**config.mk**
```make
export PLATFORM = sky130hd
export DESIGN_NAME = register_bank_onehot
export DESIGN_NICKNAME = d
export VERILOG_FILES = /design/src/rtl/register_bank_onehot.sv
export SDC_FILE = /design/constraint.sdc
export NUM_CORES = 1
export LEC_CHECK = 0
export CORE_MARGIN = 1
export CORE_UTILIZATION = 53
export CTS_BUF_LIST = sky130_fd_sc_hd__clkbuf_4 sky130_fd_sc_hd__clkbuf_8 sky130_fd_sc_hd__clkbuf_16
export CTS_CLUSTER_DIAMETER = 60
export DETAILED_ROUTE_END_ITERATION = 10
export GPL_ROUTABILITY_DRIVEN = 0
export PLACE_DENSITY = 0.74
export SETUP_SLACK_MARGIN = 0.4
export SLEW_MARGIN = 20
export SYNTH_ARGS = -nofsm -noshare
export SYNTH_HDL_FRONTEND = slang
export SYNTH_SLANG_ARGS = --single-unit
```
**constraint.sdc**
```tcl
create_clock -name clk -period 7.7 [get_ports clk]
set_input_delay 0.77 -clock clk [delete_from_list [all_inputs] [get_ports clk]]
set_output_delay 0.77 -clock clk [all_outputs]
set_load 0.01 [all_outputs]
```
**src/rtl/register_bank_onehot.sv**
```systemverilog
// -----------------------------------------------------------------------------
// register_bank_onehot
//
// Sixteen 32-bit general-purpose registers addressed by one-hot select
// vectors coming from the 4-to-16 register-select decoders of the datapath.
//
// Ports
//   clk      in   1   rising-edge clock, single domain
//   clr      in   1   asynchronous active-high reset (registers, flag, counter)
//   Rin      in  16   one-hot write enable, bit k writes R[k]
//   Rout     in  16   one-hot read select, bit j reads R[j]
//   BAout    in   1   base-address qualifier, forces R0 to read as zero
//   d_in     in  32   write data
//   q_out    out 32   combinational read data (zero unless Rout is one-hot)
//   rd_act   out  1   Rout has exactly one bit set
//   sel_err  out  1   sticky flag, set by any multi-hot Rin or Rout
//   wr_cnt   out 16   saturating count of committed writes
// -----------------------------------------------------------------------------
module register_bank_onehot (
  input  logic        clk,
  input  logic        clr,
  input  logic [15:0] Rin,
  input  logic [15:0] Rout,
  input  logic        BAout,
  input  logic [31:0] d_in,
  output logic [31:0] q_out,
  output logic        rd_act,
  output logic        sel_err,
  output logic [15:0] wr_cnt
);

  // Exactly one bit set: non-zero and clearing the lowest set bit leaves zero.
  function automatic logic is_onehot(input logic [15:0] v);
    return (v != 16'h0) && ((v & (v - 16'h1)) == 16'h0);
  endfunction

  function automatic logic is_multihot(input logic [15:0] v);
    return (v != 16'h0) && !is_onehot(v);
  endfunction

  function automatic logic [15:0] sat_inc(input logic [15:0] v);
    return (v == 16'hFFFF) ? v : v + 16'h1;
  endfunction

  logic [15:0][31:0] regs_q, regs_d;
  logic              sel_err_q, sel_err_d;
  logic [15:0]       wr_cnt_q, wr_cnt_d;
  logic              wr_ok;
  logic              rd_ok;
  logic [31:0]       rd_data;

  assign wr_ok = is_onehot(Rin);
  assign rd_ok = is_onehot(Rout);

  // Write side: only a one-hot Rin commits; zero or multi-hot leaves all held.
  always_comb begin
    regs_d   = regs_q;
    wr_cnt_d = wr_cnt_q;
    if (wr_ok) begin
      for (int k = 0; k < 16; k++) begin
        if (Rin[4'(k)]) regs_d[4'(k)] = d_in;
      end
      wr_cnt_d = sat_inc(wr_cnt_q);
    end
    sel_err_d = sel_err_q | is_multihot(Rin) | is_multihot(Rout);
  end

  always_ff @(posedge clk or posedge clr) begin
    if (clr) begin
      regs_q    <= '0;
      sel_err_q <= 1'b0;
      wr_cnt_q  <= '0;
    end else begin
      regs_q    <= regs_d;
      sel_err_q <= sel_err_d;
      wr_cnt_q  <= wr_cnt_d;
    end
  end

  // Read side: AND-OR mux over the one-hot select. R0 is masked while BAout
  // is high so base-address arithmetic sees a zero base. The whole result is
  // gated by rd_ok so a multi-hot select reads as zero rather than an OR.
  always_comb begin
    rd_data = 32'h0;
    for (int j = 0; j < 16; j++) begin
      if (Rout[4'(j)] && !((j == 0) && BAout)) rd_data = rd_data | regs_q[4'(j)];
    end
  end

  assign q_out   = rd_ok ? rd_data : 32'h0;
  assign rd_act  = rd_ok;
  assign sel_err = sel_err_q;
  assign wr_cnt  = wr_cnt_q;

endmodule

```
======== Yosys cells after proc, flatten, opt, wreduce, memory -nomap -nowiden ========
Cells that the tools add are included.
storage, ports and cells
  logic and storage cells ................. 56
  bits in registers ....................... 273
operators by class
  bitwise logic cells ..................... 12
  equal/unequal tests ..................... 1
  $add $sub $neg .......................... 3
  reduce and logical (&&, ||, !) cells .... 21
  mux-type cells .......................... 9
operator list
  cell                                                number
  two-way mux 32 bit                                  9
  OR 32 bit                                           7
  AND 16 bit                                          2
  zero test 16 bit                                    2
  nonzero test 16 bit                                 2
  subtractor 16 x 1 -> 16 bit, second input constant  2
  AND reduction 2 bit                                 9
  adder 16 x 1 -> 16 bit, second input constant       1
  == test 16 bit, second input constant               1
  logical AND 1 bit                                   5
  zero test 1 bit                                     3
  OR 1 bit                                            2
  NOT 1 bit                                           1

======== Longest topological paths before layout ========
Gate-level depths: netlist of the first run.
  depth in word-level cells ............... 18
  gate-level depth with buffers ........... 8

======== Worst setup path after synthesis of the first run ========
OpenSTA, ideal clock, no wires.
  path kind ............................... in2out
  from .................................... input Rout[4]
  to ...................................... output q_out[10]
  data required time ...................... 6.930 ns
  buffers on the path ..................... 2
  path slack .............................. 4.106 ns
  stages on the path ...................... 8
  data arrival time ....................... 2.824 ns
  cells stage by stage .................... buf_2 or4_4 or3_4 or3_4 mux2_4 o211ai_4 buf_6 a31oi_1
on the way
  word-level cells in the longest chain between the ends .. 8
  elaborated cells on any way between the ends .. 13
  classes of those cells .................. add/sub (1); mux (5); bitwise (4); reduce/logical (3)
RTL lines
  item                                                                 line  text
  from (decl)                                                          23    input logic [15:0] Rout,
  branches (longest 7 deep; another with subtractor 16 x 1 -> 16 bit)  --
  two-way mux 32 bit (*)                                               90    assign q_out = rd_ok ? rd_data : 32'h0;
  to (decl)                                                            26    output logic [31:0] q_out,
Every way passes the cells marked *.

======== Worst setup path after layout of the first run ========
  from .................................... input Rout[5]
  to ...................................... output q_out[20]
on the way
  word-level cells in the longest chain between the ends .. 6
  elaborated cells on any way between the ends .. 11
  classes of those cells .................. add/sub (1); mux (4); bitwise (3); reduce/logical (3)
RTL lines
  item                                                                 line
  branches (longest 5 deep; another with subtractor 16 x 1 -> 16 bit)  --
  two-way mux 32 bit (*)                                               90
Marks and branches as above.

==> results of run 1 <==
## stage by stage
step / hold WS (ns) / area [µm²]
4_1_cts: 0.497 / 15300
2_1_floorplan: 0.479 / 13400
5_1_grt: 0.521 / 15300
6_report: 0.500 / 15300
3_3_place_gp: 0.480 / 14300
3_5_place_dp: 0.485 / 14300
## cell usage in the layout, fill, tap and decap left out, drive strengths merged, types with 3 or more instances in the layout
master / n
a22o: 13
inv: 4
and2: 8
or4: 4
a221oi: 12
a211o: 4
nor4: 3
nand3: 26
mux2: 258
and3: 9
or3: 3
nand4: 8
clkdlybuf4s50: 116
a22oi: 42
a21oi: 23
a31oi: 13
o21ai: 3
dfrtp: 273
clkbuf: 41
a222oi: 32
nand2: 18
nor2: 29
nor3: 6
buf: 12
xnor2: 15
## synth_stat cells (2+ instances only)
library cell,count,share of area (%)
a211o_1,4,0.26
a21oi_1,23,0.86
a221oi_1,12,0.78
a222oi_1,32,2.4
a22o_1,12,0.78
a22oi_1,42,2.3
a31oi_1,13,0.61
and2_4,8,0.52
and3_1,9,0.42
and4_1,2,0.13
buf_12,24,3.6
buf_6,5,0.42
buf_8,7,0.78
clkbuf_1,32,0.89
dfrtp_1,273,51
inv_1,3,0.084
maj3_1,2,0.15
mux2_2,17,1.4
mux2_4,241,27
nand2_1,18,0.50
nand3_1,26,0.97
nand4_1,8,0.37
nor2_1,28,0.78
nor3_1,5,0.19
nor4_1,3,0.14
o21ai_0,3,0.11
o22ai_1,2,0.093
o31ai_1,2,0.11
or2_2,2,0.093
or3_4,2,0.17
or4_1,3,0.17
xnor2_1,15,0.98
## sequential cells by signal, indices dropped and copies added (netlist names)
| name | cells |
|---|---|
| wr_cnt | 16 |
| sel_err | 1 |
| regs_q | 256 |
## power groups by stage
| stage | clock network [mW] | logic (mW) | registers, mW |
|---|---|---|---|
| after floorplan | 0 | 0.0542 | 1.46 |
| after global placement | 0 | 0.138 | 1.46 |
| after detailed placement | 0 | 0.139 | 1.46 |
| after CTS | 1.38 | 0.139 | 1.44 |
| after global routing | 1.43 | 0.149 | 1.44 |
| final | 1.36 | 0.138 | 1.44 |
## routing by layer
metal  vias to the layer above  part of all wire, %  GRT usage (%)
met5                         -                    0              0
met4                         0                  1.9           5.87
met1                      4201                   46           34.5
li1                       3523                    -              -
met3                        38                  5.8           3.72
met2                       248                   47           37.2
## cells by family (layout without fill, tap and decap cells)
group,Yosys count,after routing
flip-flops,273,273
multiplexers,258,258
AO/OA/AOI/OAI,150,150
AND/OR/NAND/NOR,120,120
buffers and inverters,73,177
XOR/XNOR,16,16
adder cells (fa/ha/maj),3,3
## cell type report
cell class                 instances  area [µm²]
fill                            1806        9320
sequential                       273        6830
multi-input combinational        547        5820
timing repair buffer             128        1280
clock buffer                      41         866
tap                              324         405
clock inverter                     5        60.1
inverter                           3        15.0
## worst paths after layout
kind                                  startpoint                     end  cells after the start
max                                      Rout[5]               q_out[20]                     10
min                        wr_cnt[8]$_DFFE_PP0P_   wr_cnt[8]$_DFFE_PP0P_                      1
max reg2reg                wr_cnt[0]$_DFFE_PP0P_   wr_cnt[1]$_DFFE_PP0P_                      6
min reg2reg                wr_cnt[8]$_DFFE_PP0P_   wr_cnt[8]$_DFFE_PP0P_                      1
max in group asynchronous                    clr  regs_q[65]$_DFFE_PP0P_                      4
min in group asynchronous                    clr  wr_cnt[12]$_DFFE_PP0P_                      3
==> summary.txt, run 1 <==
Power
  – Leak: 6.91 nW
  – Gate power share: 4.7%
  – Clock power frac: 46.4%
  – Sw Share: 22.1%
  – PD cells: 192 mW/mm²
  – Seq pwr share: 48.9%
  – Power, Total: 2.94 mW
  – Peak VDD IR: 143 µV
  – Switch Pwr: 0.648 mW
  – Internal cell power: 2.29 mW

Global route
  – First-pass GRT wire length: 48,600 µm
  – Number of global-route vias before repair: 8,528
  – Total GRT Usage: 23.7%
  – Pin count of the biggest net entering global routing: 162
  – Initial antenna violation count: 0
  – Total grt overflow: 0

Timing
  – Fin. max-slew vios: 0
  – Fin. Hold Viols: 0
  – Setup tns final: 0 ns
  – Max-slew headroom: 41.3%
  – Least-Margin Pin Slew: 0.880 ns
  – Final setup margin: 2.30 ns
  – Setup-failing EPs final: 0
  – Post-layout min period: 5.40 ns
  – Clock Skews: 0.00680 ns
  – Fin crit share: 70.1%
  – Fmax: 0.185 GHz
  – RSZ-0062 raised after global routing: no

Final layout
  – Fin util: 62.1%
  – Diodes inserted: 0
  – Area Growth Syn to Fin: 13.7%
  – Fin nets: 1,050
  – Share of layout cells above drive strength 1: 33.6%
  – Final Non-Filler Cells: 1,321

Detailed routing
  – Antenna-violating nets left: 0
  – Routed vias: 8,010
  – DRT Wirelength: 30,400 µm
  – Detailed-route DRC error count: 0
  – Wire length per cell: 23.0 µm
  – Iter 0 DRT Violations: 691
  – First-pass DRT Iterations: 5
  – Vias per inst: 6.06

Logic synthesis
  – Netlist cell types: 47
  – Mux contribution to synthesized area: 28.4%
  – Synthesized flop and latch total: 273
  – EDFF count, synth: 0
  – Post-Synth Simple-Gate Area: 4.91%
  – Synthesized area: 0.0134 mm²
  – Compound-Gate Fraction of Synth Area: 8.77%
  – Main combinational cell family by area after synthesis: multiplexers
  – Adder-Cell Fraction of Synth Area: 0.242%
  – Async set-reset flop share out of synthesis: 100%
  – Post-synthesis sequential area ratio: 50.8%
  – Yosys warns: 0
  – Mapped Cells: 893
  – Prevailing post-synth register cell: dfrtp_1
  – Synth Area in XOR/XNOR: 1.04%
  – Syn nets: 961
  – Syn_area_per_cell: 15.0 µm²

Placed design
  – Dpl cells: 1,274
  – HPWL after DPL: 17,200 µm
  – Dpl ws: 2.25 ns
  – IO Port Bufs: 116

Clock tree
  – Worst skew pair latency: 0.53 ns
  – H-Tree Depth: 1
  – Root Buffer: clkbuf_16
  – CTS Hold Bufs: 0
  – Sink Count: 273
  – Num CTS Buffers: 29
  – CTS tree: yes
  – Post-cts resize count: 0
  – Setup Buffers After CTS: 0
  – Reg clk slew, reported paths: 0.06 ns
  – CTS max path bufs: 3

Worst setup path
  – WP buf/inv: 4
  – Max FO, Critical Path: 20
  – Arr. time, crit path: 4.63 ns
  – Kind of critical path: input port to output port
  – Cell Chain, Critical Path: clkdlybuf4s50_1, buf_4, or2_2, maj3_1, o31a_1, nor3_1, o211ai_4, buf_16, a31oi_1, clkdlybuf4s50_1
  – R2R setup slack: 5.59 ns
  – Worst setup EP type: output port
  – Startpoint types: input port
  – Crit path max-delay family: buffers and inverters
  – Largest stage delay on the critical path: 0.86 ns
  – Critical path required time: 6.93 ns
  – CP dominant cell by count: clkdlybuf4s50_1
  – Cell at the slowest stage of the critical path: clkdlybuf4s50_1

Die
  – Starting density of the core: 54.6%
  – CORE AREA: 0.0246 mm²
  – I/O pins: 117
  – Chip Width: 161 µm
  – Die height: 161 µm
  – Full die area: 0.0260 mm²
  – Rows: 57

Outcome
  – Status: complete, no violations

Min path
  – HP Class: flip-flop to flip-flop

Run
  – Max-cap viol count: 0
Power figures use the tool's default switching activity.
==> run 2, diff against run 1 <==
==> constraint.sdc (replaced) <==
create_clock -name clk -period 4.4 [get_ports clk]
set_input_delay 0.44 -clock clk [delete_from_list [all_inputs] [get_ports clk]]
set_output_delay 0.44 -clock clk [all_outputs]
set_load 0.01 [all_outputs]
==> run 2 against run 1 <==
  * Sequential share of layout area shrank 1.2 points
  * Largest cell class unchanged
  * Critical endpoint unchanged
  * Critical path depth shrank 1
  * Core utilization grew 1.6 points
  * Combinational power grew 85%
  * Design area grew 2.7%
  * Highest routed layer unchanged
  * Total power grew 81%
  * Wire length grew 6.7%
  * First-iteration DRC count grew 14%
==> summary.txt, run 2 (synthesis gave the netlist of run 1 again) <==
Detailed routing
  – First-pass DRT Iterations: 6 (was 5)
  – DRT Wirelength: 32,500 µm (was 30,400 µm)
  – Antenna-violating nets left: 0 (unchanged)
  – Iter 0 DRT Violations: 786 (was 691)
  – Wire length per cell: 24.0 µm (was 23.0 µm)
  – Detailed-route DRC error count: 0 (unchanged)
  – Vias per inst: 6.16 (was 6.06)
  – Routed vias: 8,327 (was 8,010)

Worst setup path
  – Reg2reg start: wr_cnt[0]$_DFFE_PP0P_ (unchanged)
  – R2R depth: 6 (unchanged)
  – CP startpoint: Rout[4] (was Rout[5])
  – Kind of critical path: input port to output port (unchanged)
  – Worst setup EP type: output port (unchanged)
  – WP buf/inv: 3 (was 4)
  – R2R setup slack: 2.31 ns (was 5.59 ns)
  – Cell at the slowest stage of the critical path: or4_4 (was clkdlybuf4s50_1)
  – Cell Chain, Critical Path: clkdlybuf4s50_1, or4_4, or3_4, or3_4, mux2_4, o211ai_4, buf_12, a31oi_1, clkdlybuf4s50_1 (was clkdlybuf4s50_1, buf_4, or2_2, maj3_1, o31a_1, nor3_1, o211ai_4, buf_16, a31oi_1, clkdlybuf4s50_1)
  – Largest stage delay on the critical path: 0.55 ns (was 0.86 ns)
  – Arr. time, crit path: 3.52 ns (was 4.63 ns)
  – Max FO, Critical Path: 11 (was 20)
  – Critical path capture point: q_out[20] (unchanged)
  – FF-to-FF End: wr_cnt[1]$_DFFE_PP0P_ (unchanged)
  – Crit path max-delay family: simple AND/OR/NAND/NOR gates (was buffers and inverters)
  – Startpoint types: input port (unchanged)
  – Critical path required time: 3.96 ns (was 6.93 ns)
  – Crit path depth: 9 (was 10)

Final layout
  – Max FFs per register: 256 (unchanged)
  – Fin util: 63.8% (was 62.1%)
  – Final Non-Filler Cells: 1,352 (was 1,321)
  – Fin nets: 1,073 (was 1,050)
  – Largest Register: regs_q (unchanged)
  – Commonest non-fill, non-tap cells in the layout: 273 x dfrtp_1, 241 x mux2_4, 108 x clkdlybuf4s50_1, 42 x a22oi_1, 32 x a222oi_1 (was 273 x dfrtp_1, 241 x mux2_4, 116 x clkdlybuf4s50_1, 42 x a22oi_1, 32 x a222oi_1)
  – Share of layout cells above drive strength 1: 35.5% (was 33.6%)
  – Fillers: 1,763 (was 1,806)
  – Commonest non-fill, non-tap cell in the layout: dfrtp_1 (unchanged)
  – Cell area after layout: 0.0157 mm² (was 0.0153 mm²)
  – Area Growth Syn to Fin: 16.8% (was 13.7%)

Timing
  – Post-layout min period: 3.96 ns
  – Setup-failing EPs final: 0 (unchanged)
  – Setup tns final: 0 ns (unchanged)
  – Fmax: 0.253 GHz
  – Least-Margin Pin Slew: 0.796 ns (was 0.880 ns)
  – Max-slew headroom: 46.8% (was 41.3%)
  – Fin. max-slew vios: 0 (unchanged)
  – Clock Skews: 0.00359 ns (was 0.00680 ns)
  – RSZ-0062 raised after global routing: yes (was no)
  – Fin crit share: 90.0%
  – Fin. Hold Viols: 0 (unchanged)

Global route
  – Pin count of the biggest net entering global routing: 104 (was 162)
  – First-pass GRT wire length: 51,600 µm (was 48,600 µm)
  – Number of global-route vias before repair: 8,822 (was 8,528)
  – Total GRT Usage: 25.6% (was 23.7%)
  – Initial antenna violation count: 2 (was 0)
  – Total grt overflow: 0 (unchanged)

Placed design
  – Dpl cells: 1,296 (was 1,274)
  – IO Port Bufs: 116 (unchanged)
  – Placed inst area: 0.0146 mm² (was 0.0143 mm²)
  – HPWL after DPL: 19,400 µm (was 17,200 µm)

Power
  – PD cells: 339 mW/mm² (was 192 mW/mm²)
  – Power, Total: 5.32 mW (was 2.94 mW)
  – Peak VDD IR: 236 µV (was 143 µV)
  – Leak: 7.27 nW (was 6.91 nW)

Clock tree
  – Num CTS Buffers: 29 (unchanged)
  – CTS tree: yes (unchanged)
  – CTS max path bufs: 3 (unchanged)
  – H-Tree Depth: 1 (unchanged)
  – Reg clk slew, reported paths: 0.06 ns (about the same)
  – Worst skew pair latency: 0.53 ns (about the same)
  – CTS Hold Bufs: 0 (unchanged)
  – Root Buffer: clkbuf_16 (unchanged)
  – Sink Count: 273 (unchanged)

Die
  – CORE AREA: 0.0246 mm² (unchanged)
  – Chip Width: 161 µm (unchanged)
  – Full die area: 0.0260 mm² (unchanged)
  – I/O pins: 117 (unchanged)
  – Starting density of the core: 54.6% (unchanged)
  – Rows: 57 (unchanged)
  – Die height: 161 µm (unchanged)

Run
  – Max-cap viol count: 0 (unchanged)

Min path
  – HP Class: input port to asynchronous set/reset pin (was flip-flop to flip-flop)

Outcome
  – Status: complete, no violations (unchanged)
[run 2: changes by cell type in the layout (fill, tap and decap cells not counted), sizes merged]
cell / before / now
diode: 0 / 1
buf: 12 / 35
clkinv: 2 / 8
dlymetal6s2s: 0 / 8
bufinv: 1 / 4
clkdlybuf4s50: 116 / 108
clkbuf: 41 / 39
[run 2: worst min-delay path by stage]
| stage | from | end | slack [ns] | cells after the start |
|---|---|---|---|---|
| floorplan | regs_q[126]$_DFFE_PP0P_ | regs_q[126]$_DFFE_PP0P_ | 0.48 | 1 |
| global placement | wr_cnt[8]$_DFFE_PP0P_ | wr_cnt[8]$_DFFE_PP0P_ | 0.48 | 1 |
| detailed placement | wr_cnt[13]$_DFFE_PP0P_ | wr_cnt[13]$_DFFE_PP0P_ | 0.49 | 1 |
| CTS | clr | regs_q[32]$_DFFE_PP0P_ | 0.44 | 2 |
| global route | clr | regs_q[32]$_DFFE_PP0P_ | 0.49 | 2 |
| finish | clr | regs_q[32]$_DFFE_PP0P_ | 0.43 | 2 |
[run 2: metal layers]
layer	global-route usage (%)	share of wire [%]	vias up
met5	0	0	-
met4	6.48	2.3	0
met3	4.73	7.0	57
met2	39.1	46	349
met1	37.8	45	4336
li1	-	-	3585
[run 2: where the power goes]
part	switching, mW	internal, mW	total (mW)
Clock	1.00	1.55	2.56
Sequential	0.00107	2.51	2.51
Combinational	0.172	0.0828	0.255
Total	1.18	4.15	5.32
[run 2: area by class of cell]
cell class	count	area (µm²)	area share, %
repair buffers	151	1610	10.2
multi-input cells	547	5820	37.1
inverters	3	15.0	0.0957
flip-flops and latches	273	6830	43.5
well taps	324	405	2.58
clock buffers	39	826	5.26
diodes	1	2.50	0.0159
clock inverters	14	181	1.16
[run 2: what timing repair did]
action                     4_1_cts  5_1_grt
gates cloned                     1        0
pin swaps                        1        0
gates resized for setup          1        9
buffers inserted                 1        0
setup endpoints to repair       19       19
[run 2: per-stage QoR]
step,worst slack [ns],hold WS [ns]
finish,0.440,0.430
global route,0.398,0.494
CTS,0.412,0.437
detailed placement,0.371,0.492
global placement,0.421,0.478
floorplan,0.351,0.479
